[src/rtl/bus_dma_master.sv]
// bus_dma_master: block-copy bus master for one master port of the shared bus.
// On an accepted start it requests the bus. Once granted, it copies `length`
// 32-bit words from src_addr.. to dst_addr.. (8-bit wrapping addresses). Each
// word is copied as a read (RD, CAP) followed by a write (WR). If the grant is
// lost mid-word, that word is abandoned and restarted after the bus is regranted.
//
// Ports:
//   clk, reset_n          clock, asynchronous active-low reset
//   start                 one-cycle copy request, honoured only in IDLE
//   src_addr, dst_addr    first source / destination word address
//   length                word count (0..255)
//   busy, done            activity flag and one-cycle completion pulse
//   m_req, m_grant        arbiter handshake
//   m_wr, m_address       bus command and address
//   m_dout, m_din         bus write data / read data (read data valid the cycle after the address)
module bus_dma_master (
  input  logic        clk,
  input  logic        reset_n,
  input  logic        start,
  input  logic [7:0]  src_addr,
  input  logic [7:0]  dst_addr,
  input  logic [7:0]  length,
  output logic        busy,
  output logic        done,
  output logic        m_req,
  input  logic        m_grant,
  output logic        m_wr,
  output logic [7:0]  m_address,
  output logic [31:0] m_dout,
  input  logic [31:0] m_din
);

  localparam int unsigned AW = 8;
  localparam int unsigned DW = 32;

  typedef enum logic [2:0] {
    S_IDLE = 3'd0,
    S_REQ  = 3'd1,
    S_RD   = 3'd2,
    S_CAP  = 3'd3,
    S_WR   = 3'd4,
    S_DONE = 3'd5
  } state_t;

  state_t          state;
  state_t          state_nxt;

  logic [AW-1:0]   src_q;
  logic [AW-1:0]   dst_q;
  logic [AW-1:0]   len_q;
  logic [AW-1:0]   idx;
  logic [DW-1:0]   data_buf;

  logic [AW-1:0]   idx_inc;
  logic [AW-1:0]   rd_addr;
  logic [AW-1:0]   wr_addr;
  logic            last_word;

  // Word address arithmetic wraps modulo 256.
  assign idx_inc   = AW'(idx + AW'(1));
  assign rd_addr   = AW'(src_q + idx);
  assign wr_addr   = AW'(dst_q + idx);
  assign last_word = (idx_inc == len_q);

  // State register.
  always_ff @(posedge clk or negedge reset_n) begin
    if (!reset_n) begin
      state <= S_IDLE;
    end else begin
      state <= state_nxt;
    end
  end

  // Next-state logic. A grant loss in RD/CAP/WR falls back to REQ and restarts the word.
  always_comb begin
    state_nxt = state;
    unique case (state)
      S_IDLE: begin
        if (start) begin
          state_nxt = (length == AW'(0)) ? S_DONE : S_REQ;
        end
      end
      S_REQ: begin
        if (m_grant) begin
          state_nxt = S_RD;
        end
      end
      S_RD: begin
        state_nxt = m_grant ? S_CAP : S_REQ;
      end
      S_CAP: begin
        state_nxt = m_grant ? S_WR : S_REQ;
      end
      S_WR: begin
        if (!m_grant) begin
          state_nxt = S_REQ;
        end else if (last_word) begin
          state_nxt = S_DONE;
        end else begin
          state_nxt = S_RD;
        end
      end
      S_DONE: begin
        state_nxt = S_IDLE;
      end
      default: begin
        state_nxt = S_IDLE;
      end
    endcase
  end

  // Output decode from the registered state and counters only.
  always_comb begin
    busy      = 1'b0;
    done      = 1'b0;
    m_req     = 1'b0;
    m_wr      = 1'b0;
    m_address = '0;
    m_dout    = '0;
    unique case (state)
      S_IDLE: begin
      end
      S_REQ: begin
        busy  = 1'b1;
        m_req = 1'b1;
      end
      S_RD, S_CAP: begin
        busy      = 1'b1;
        m_req     = 1'b1;
        m_address = rd_addr;
      end
      S_WR: begin
        busy      = 1'b1;
        m_req     = 1'b1;
        m_wr      = 1'b1;
        m_address = wr_addr;
        m_dout    = data_buf;
      end
      S_DONE: begin
        busy = 1'b1;
        done = 1'b1;
      end
      default: begin
      end
    endcase
  end

  // Copy parameters, word index and data buffer.
  always_ff @(posedge clk or negedge reset_n) begin
    if (!reset_n) begin
      src_q    <= '0;
      dst_q    <= '0;
      len_q    <= '0;
      idx      <= '0;
      data_buf <= '0;
    end else begin
      unique case (state)
        S_IDLE: begin
          if (start) begin
            src_q    <= src_addr;
            dst_q    <= dst_addr;
            len_q    <= length;
            idx      <= '0;
            data_buf <= '0;
          end
        end
        S_RD: begin
          if (!m_grant) begin
            data_buf <= '0;
          end
        end
        S_CAP: begin
          // Read data is valid in CAP, one cycle after the address in RD.
          data_buf <= m_grant ? m_din : DW'(0);
        end
        S_WR: begin
          // A write presented without grant is not counted.
          if (m_grant) begin
            idx <= idx_inc;
          end else begin
            data_buf <= '0;
          end
        end
        default: begin
        end
      endcase
    end
  end

endmodule

[config.mk]
export PLATFORM = sky130hd
export DESIGN_NAME = bus_dma_master
export DESIGN_NICKNAME = d
export VERILOG_FILES = /design/src/rtl/bus_dma_master.sv
export SDC_FILE = /design/constraint.sdc
export NUM_CORES = 1
export LEC_CHECK = 0
export BUFFER_PORTS_ARGS = -buffer_cell sky130_fd_sc_hd__buf_2
export CORE_UTILIZATION = 56
export CTS_CLUSTER_SIZE = 8
export DETAILED_ROUTE_END_ITERATION = 12
export GPL_ROUTABILITY_DRIVEN = 0
export PLACE_DENSITY = 0.86
export SLEW_MARGIN = 10
export SYNTH_ARGS = -nofsm -noshare
export SYNTH_HDL_FRONTEND = slang
export SYNTH_SLANG_ARGS = --single-unit
[constraint.sdc]
create_clock -name clk -period 7.7 [get_ports clk]
set_input_delay 0.77 -clock clk [delete_from_list [all_inputs] [get_ports clk]]
set_output_delay 0.77 -clock clk [all_outputs]
set_load 0.005 [all_outputs]
==> reports/qor.txt, run 1 <==
Yosys top cell area share - 0.4822
DR vias/cell - 5.733
first-pass GRT wire length - 12.63 mm
Crit-path slowest cell - dfrtp_1
vias in the first global route - 2673
CTS buffer count - 9
drt wl/cell - 16.69 um
CTS Hold Bufs - 0
Worst EP arrival - 4260 ps
Clock Tree Buf Depth - 2
# clock sinks - 67
Pwr Total - 1415 uW
CP Buf/Inv Count - 3
Post-synth EDFFs - 0
worst hold-check path type - register to register
worst-skew pair later-pin latency - 350 ps
placement-stage cell area - 3975 um2
ys flop type - dfrtp_1
Clock transition at path regs - 70 ps
Fillers - 461
nets - 469
Hold Crit Endpoint - data_buf[0]$_DFFE_PN0P_
initial antenna violation count - 0
CTS tree - built
die width - 80.80 um
area of the multi-input gates - 1653 um2
grt ovf - 0
mean post-synth cell area - 11.44 um2
Register-to-Register Path Depth - 5
synthesized area - 3477 um2
Final Hold Fails - 0
core area - 5956 um2
Peak VDD IR - 174.5 uV
Post-CTS Setup Bufs - 0
top-level I/O count - 104
DP Worst Slack - 3123 ps
worst-path fanout max - 39
ratio of cells with drive above 1 in the final layout - 0.4025
RSZ-0062 raised after global routing - no
Setup-failing EPs final - 0
Adder-Cell Fraction of Synth Area - 0.03454
PostCTS Resize Cnt - 0
outcome - finished clean
IO Port Bufs - 103
crit-path max cell delay - 980 ps
Starting Density - 0.5838
fin crit share - 0.6533
Crit. End Element - primary output
design area - 4227 um2
multiplexer share of the synthesized area - 0.1033
FF+latch area - 1677 um2
Synth Instances - 304
Synth cell types - 48
CTS root buffer - clkbuf_8
WHS Path Cells - 1
largest family of logic cells by synthesized area - simple AND/OR/NAND/NOR gates
DR iter-0 viols - 183
critical path's most frequent cell - o21ai_0
DR pass1 iterations - 4
Max-slew headroom - 0.2437
xor and xnor area share after synthesis - 0.04966
R2R Path Start - state[2]$_DFFE_PN0P_
Row Count - 28
Synth area leader - dfrtp_1
Cell Chain, Critical Path - inv_2 > nor3_2 > mux2_2 > ha_1 > inv_1 > fa_1 > nor2b_1 > o21ai_0 > a21boi_0 > o21ai_0 > a21oi_1 > nor3b_1 > buf_2
Syn. warnings - 0
largest net degree at the start of global routing - 68
Worst R2R End - data_buf[30]$_DFFE_PN0P_
dpl hpwl - 5.428 mm
Antenna Diode Count - 0
Setup TNS - 0 ps
DRC viols - 0
total routed wirelength - 8.013 mm
CP Launch Type - register
FF+latch count, synth - 67
syn nets - 373
final critical-path setup slack - 2670 ps
gr usage total - 0.2580
FMAX - 0.1988 GHz
fin. max-slew vios - 0
WS Path Type - register to primary output
Worst Hold Launch - data_buf[0]$_DFFE_PN0P_
Async S/R FF share, synth - 1.000
Pleak - 0.002230 uW
post-synthesis compound-gate area fraction - 0.1436
power density over the cells - 334.8 nW/um2
R2R Setup Slk - 4400 ps
Max-Cap Viols - 0
Worst path top cell family by delay - simple AND/OR/NAND/NOR gates
Critical Path RT - 6930 ps
Simple-Gate Fraction of Synth Area - 0.1439
DR vias - 2752
Worst-Margin Slew - 1134 ps
sequential element share of the synthesized area - 0.4822
Syn-to-layout area delta - 21.55%
antenna viol nets, final - 0
Die ar. - 6528 um2
H-tree depth - 3
ranking of synthesized cells by area - dfrtp_1, mux2_2, a22o_1
Final Critical Period - 5030 ps
WP depth - 13
die height - 80.80 um
Setup Skew - 14.44 ps
per-layer routing:
| metal | wire length (um) | vias up | global-route usage |
|---|---|---|---|
| met4 | 206 | 0 | 0.1411 |
| met1 | 3722 | 1348 | 0.3520 |
| met3 | 351 | 16 | 0.04719 |
| met5 | 0 | - | 0 |
| li1 | - | 1311 | - |
| met2 | 3732 | 77 | 0.3907 |
report_power, final:
group          internal, uW  leakage (uW)  switching (uW)
logic                   252       0.00125             241
clock network           185      0.000110             147
registers               489      0.000868             103
total                   925       0.00223             490
area by class of cell:
| class | instances | area share |
|---|---|---|
| repair buffers | 105 | 0.1303 |
| multi-input cells | 209 | 0.3911 |
| clock inverters | 7 | 0.02339 |
| inverters | 8 | 0.007105 |
| flip-flops and latches | 67 | 0.3967 |
| clock buffers | 9 | 0.02931 |
| well taps | 75 | 0.02220 |
registers in the layout, summed over array words and instances, names as in the netlist:
signal	flops
idx	8
state	3
len_q	8
data_buf	32
src_q	8
dst_q	8
logic make-up after synthesis:
family                     count (synthesis)
and+or+nand+nor                           83
adders and majority gates                  9
xor gates and xnor gates                  18
muxes                                     32
buffers and inverters                     28
AOI/OAI and AO/OA                         67
DFF                                       67
stage by stage:
stage | instances | hold WS, ps | util
2_1_floorplan | 304 | 458.2 | -
3_3_place_gp | 463 | 474.6 | 0.6674
3_5_place_dp | 463 | 474.2 | 0.6674
4_1_cts | 479 | 499.9 | 0.7048
5_1_grt | 480 | 516.8 | 0.7097
6_report | 480 | 499.1 | 0.7097
cell usage after synthesis (5+ instances only):
cell and n:
inv_1 7, mux2_2 31, a22o_1 33, xor2_1 9, buf_2 5, dfrtp_1 67
clkbuf_1 7, nand2_1 10, ha_1 8, o21ai_0 13, a21oi_1 5, and3_1 34
xnor2_1 8, nor2_1 9
worst register-to-register path: stages (launching register included):
cell and delay (ps):
dfrtp_1 980, inv_2 170, nor3_2 770, a21oi_2 220, o22a_1 670, a22o_1 380
cell usage in the layout (no fill, tap or decap), types with 4 or more instances in the layout:
master      n
ha_1        8
and3_1     33
mux2_2     31
xnor2_1     8
a21oi_1     5
inv_1       7
nand2_1    10
clkbuf_8    9
a22o_1     33
xor2_1      9
buf_2     103
nor2_1      9
nor2b_1     4
o21ai_0    13
dfrtp_1    67
nor3_1      4
how the worst max path moves through the flow:
stage | slack, ps | end | start
after detailed placement | 3120 | m_address[6] | state[2]$_DFFE_PN0P_
after global routing | 2230 | m_address[6] | state[2]$_DFFE_PN0P_
after global placement | 3290 | m_address[6] | state[2]$_DFFE_PN0P_
final | 2670 | m_address[6] | state[2]$_DFFE_PN0P_
after floorplan | 4470 | m_address[6] | state[1]$_DFFE_PN0P_
after CTS | 2680 | m_address[6] | state[2]$_DFFE_PN0P_
(Power assumes the default switching activity.)
==> run 2: changes to the inputs <==
Settings changed: CORE_UTILIZATION 56 to 47, PLACE_DENSITY 0.86 to 0.77.
Clock period 7.7 ns to 4.52 ns, I/O delays scaled along.
==> run 2 against run 1 <==
Sequential cell count unchanged. Die area up 19%. Via count down 0.69%. Routed wire length down 3.0%.
==> reports/qor.txt, run 2 (synthesis results as in run 1) <==
Setup-failing EPs final - 0 (unchanged)
DR pass1 iterations - 5 (+1)
Antenna Diode Count - 0 (unchanged)
Die ar. - 7746 um2 (+19%)
DR iter-0 viols - 173 (-5.5%)
DRC viols - 0 (unchanged)
FMAX - 0.2573 GHz
gr usage total - 0.2115 (-0.04650)
# clock sinks - 67 (unchanged)
worst-skew pair later-pin latency - 330 ps (-20 ps)
Max-slew headroom - 0.2194 (-0.02433)
most common cell after layout, fill and taps aside - buf_2
fin crit share - 0.8599
CTS Hold Bufs - 0 (unchanged)
most frequent cells in the layout - buf_2, dfrtp_1, and3_1, a22o_1, mux2_2
Row Count - 30 (+7.1%)
die width - 88.01 um (+8.9%)
Clock transition at path regs - 80 ps (about the same)
die height - 88.01 um (+8.9%)
CTS tree - built
WS Path Type - register to primary output
core area - 6982 um2 (+17%)
ratio of cells with drive above 1 in the final layout - 0.4029 (+0.0004793)
DP Worst Slack - 1011 ps (-2112 ps)
DR vias - 2733 (-0.69%)
Final Hold Fails - 0 (unchanged)
DP Cell Count - 487 (+5.2%)
Setup Skew - 7.853 ps (-6.588 ps)
R2R Setup Slk - 1860 ps (-2540 ps)
Reg with most FFs - data_buf
Critical Path RT - 4070 ps (-2860 ps)
Clock Tree Buf Depth - 2 (unchanged)
initial antenna violation count - 0 (unchanged)
Fillers - 637 (+38%)
fin. max-slew vios - 0 (unchanged)
worst hold-check path type - input port to asynchronous set/reset pin
Final Critical Period - 3887 ps
CTS root buffer - clkbuf_8
PostCTS Resize Cnt - 0 (unchanged)
total routed wirelength - 7.772 mm (-3.0%)
power density over the cells - 560.7 nW/um2 (+67%)
dpl hpwl - 5.359 mm (-1.3%)
worst-path fanout max - 39 (unchanged)
Pleak - 0.002231 uW (about the same)
Non-Filler Instances - 503 (+4.8%)
Crit. End Element - primary output
CP Launch Type - register
first-pass GRT wire length - 12.50 mm (-1.1%)
top-level I/O count - 104 (unchanged)
Worst-Margin Slew - 1171 ps (+36.49 ps)
post-layout util - 0.6077 (-0.1020)
RSZ-0062 raised after global routing - no
Register-to-Register Path Depth - 7 (+2)
antenna viol nets, final - 0 (unchanged)
outcome - finished clean
drt wl/cell - 15.45 um (-7.4%)
Post-CTS Setup Bufs - 0 (unchanged)
Syn-to-layout area delta - 22.02%
H-tree depth - 3 (unchanged)
design area - 4243 um2 (+0.38%)
DR vias/cell - 5.433 (-5.2%)
Peak VDD IR - 267.9 uV (+53%)
number of flip-flops in the largest register - 32 (unchanged)
IO Port Bufs - 103 (unchanged)
beginning of the critical path - state[2]$_DFFE_PN0P_
R2R Path Start - state[2]$_DFFE_PN0P_
placement-stage cell area - 4024 um2 (+1.2%)
vias in the first global route - 2644 (-1.1%)
final critical-path setup slack - 633.1 ps (-2037 ps)
Worst EP arrival - 3430 ps (-830 ps)
Starting Density - 0.4980 (-0.08579)
Max-Cap Viols - 0 (unchanged)
Worst R2R End - data_buf[30]$_DFFE_PN0P_
grt ovf - 0 (unchanged)
CTS buffer count - 9 (unchanged)
nets - 471 (+0.43%)
Setup TNS - 0 ps (unchanged)
largest net degree at the start of global routing - 68 (unchanged)
-- run 2: power breakdown --
part	switching [uW]	internal [uW]	leakage (uW)
combinational	426	426	0.00126
clock	231	312	0.000106
sequential	151	833	0.000868
total	808	1570	0.00223
-- run 2: metrics by stage --
step	hold slack (ps)	power (uW)
2_1_floorplan	156.4	1635
3_3_place_gp	474.9	1807
3_5_place_dp	477.3	1844
4_1_cts	322.3	2392
5_1_grt	322.2	2538
6_report	308.2	2379
-- run 2: cell type report --
cell class,count,area [um2],area share
Sequential cell,67,1677,0.3952
Multi-Input combinational cell,209,1653,0.3896
Timing Repair Buffer,107,545.5,0.1286
Clock buffer,10,127.6,0.03008
Tap cell,96,120.1,0.02831
Clock inverter,6,90.09,0.02123
Inverter,8,30.03,0.007078
-- run 2: worst max-delay path by stage --
stage                        end  cells after the start
CTS                 m_address[6]                     15
finish              m_address[6]                     15
global route        m_address[6]                     15
detailed placement  m_address[6]                     15
global placement    m_address[6]                     15
floorplan           m_address[6]                     13
-- run 2: layer usage --
metal,part of all wire,global-route usage,vias up
met5,0,0,-
met4,0.020,0.09677,0
met3,0.046,0.03205,13
met2,0.48,0.3305,85
met1,0.46,0.2921,1328
li1,-,-,1307
-- run 2: critical path, stage by stage (launching register included) --
cell	delay, ps
dfrtp_1	320
buf_4	300
inv_2	120
nor3_2	180
buf_4	220
mux2_2	350
ha_1	190
inv_1	80
fa_1	190
nor2b_1	60
o21ai_0	210
a21boi_0	160
o21ai_0	240
a21oi_1	100
nor3b_1	220
buf_2	160
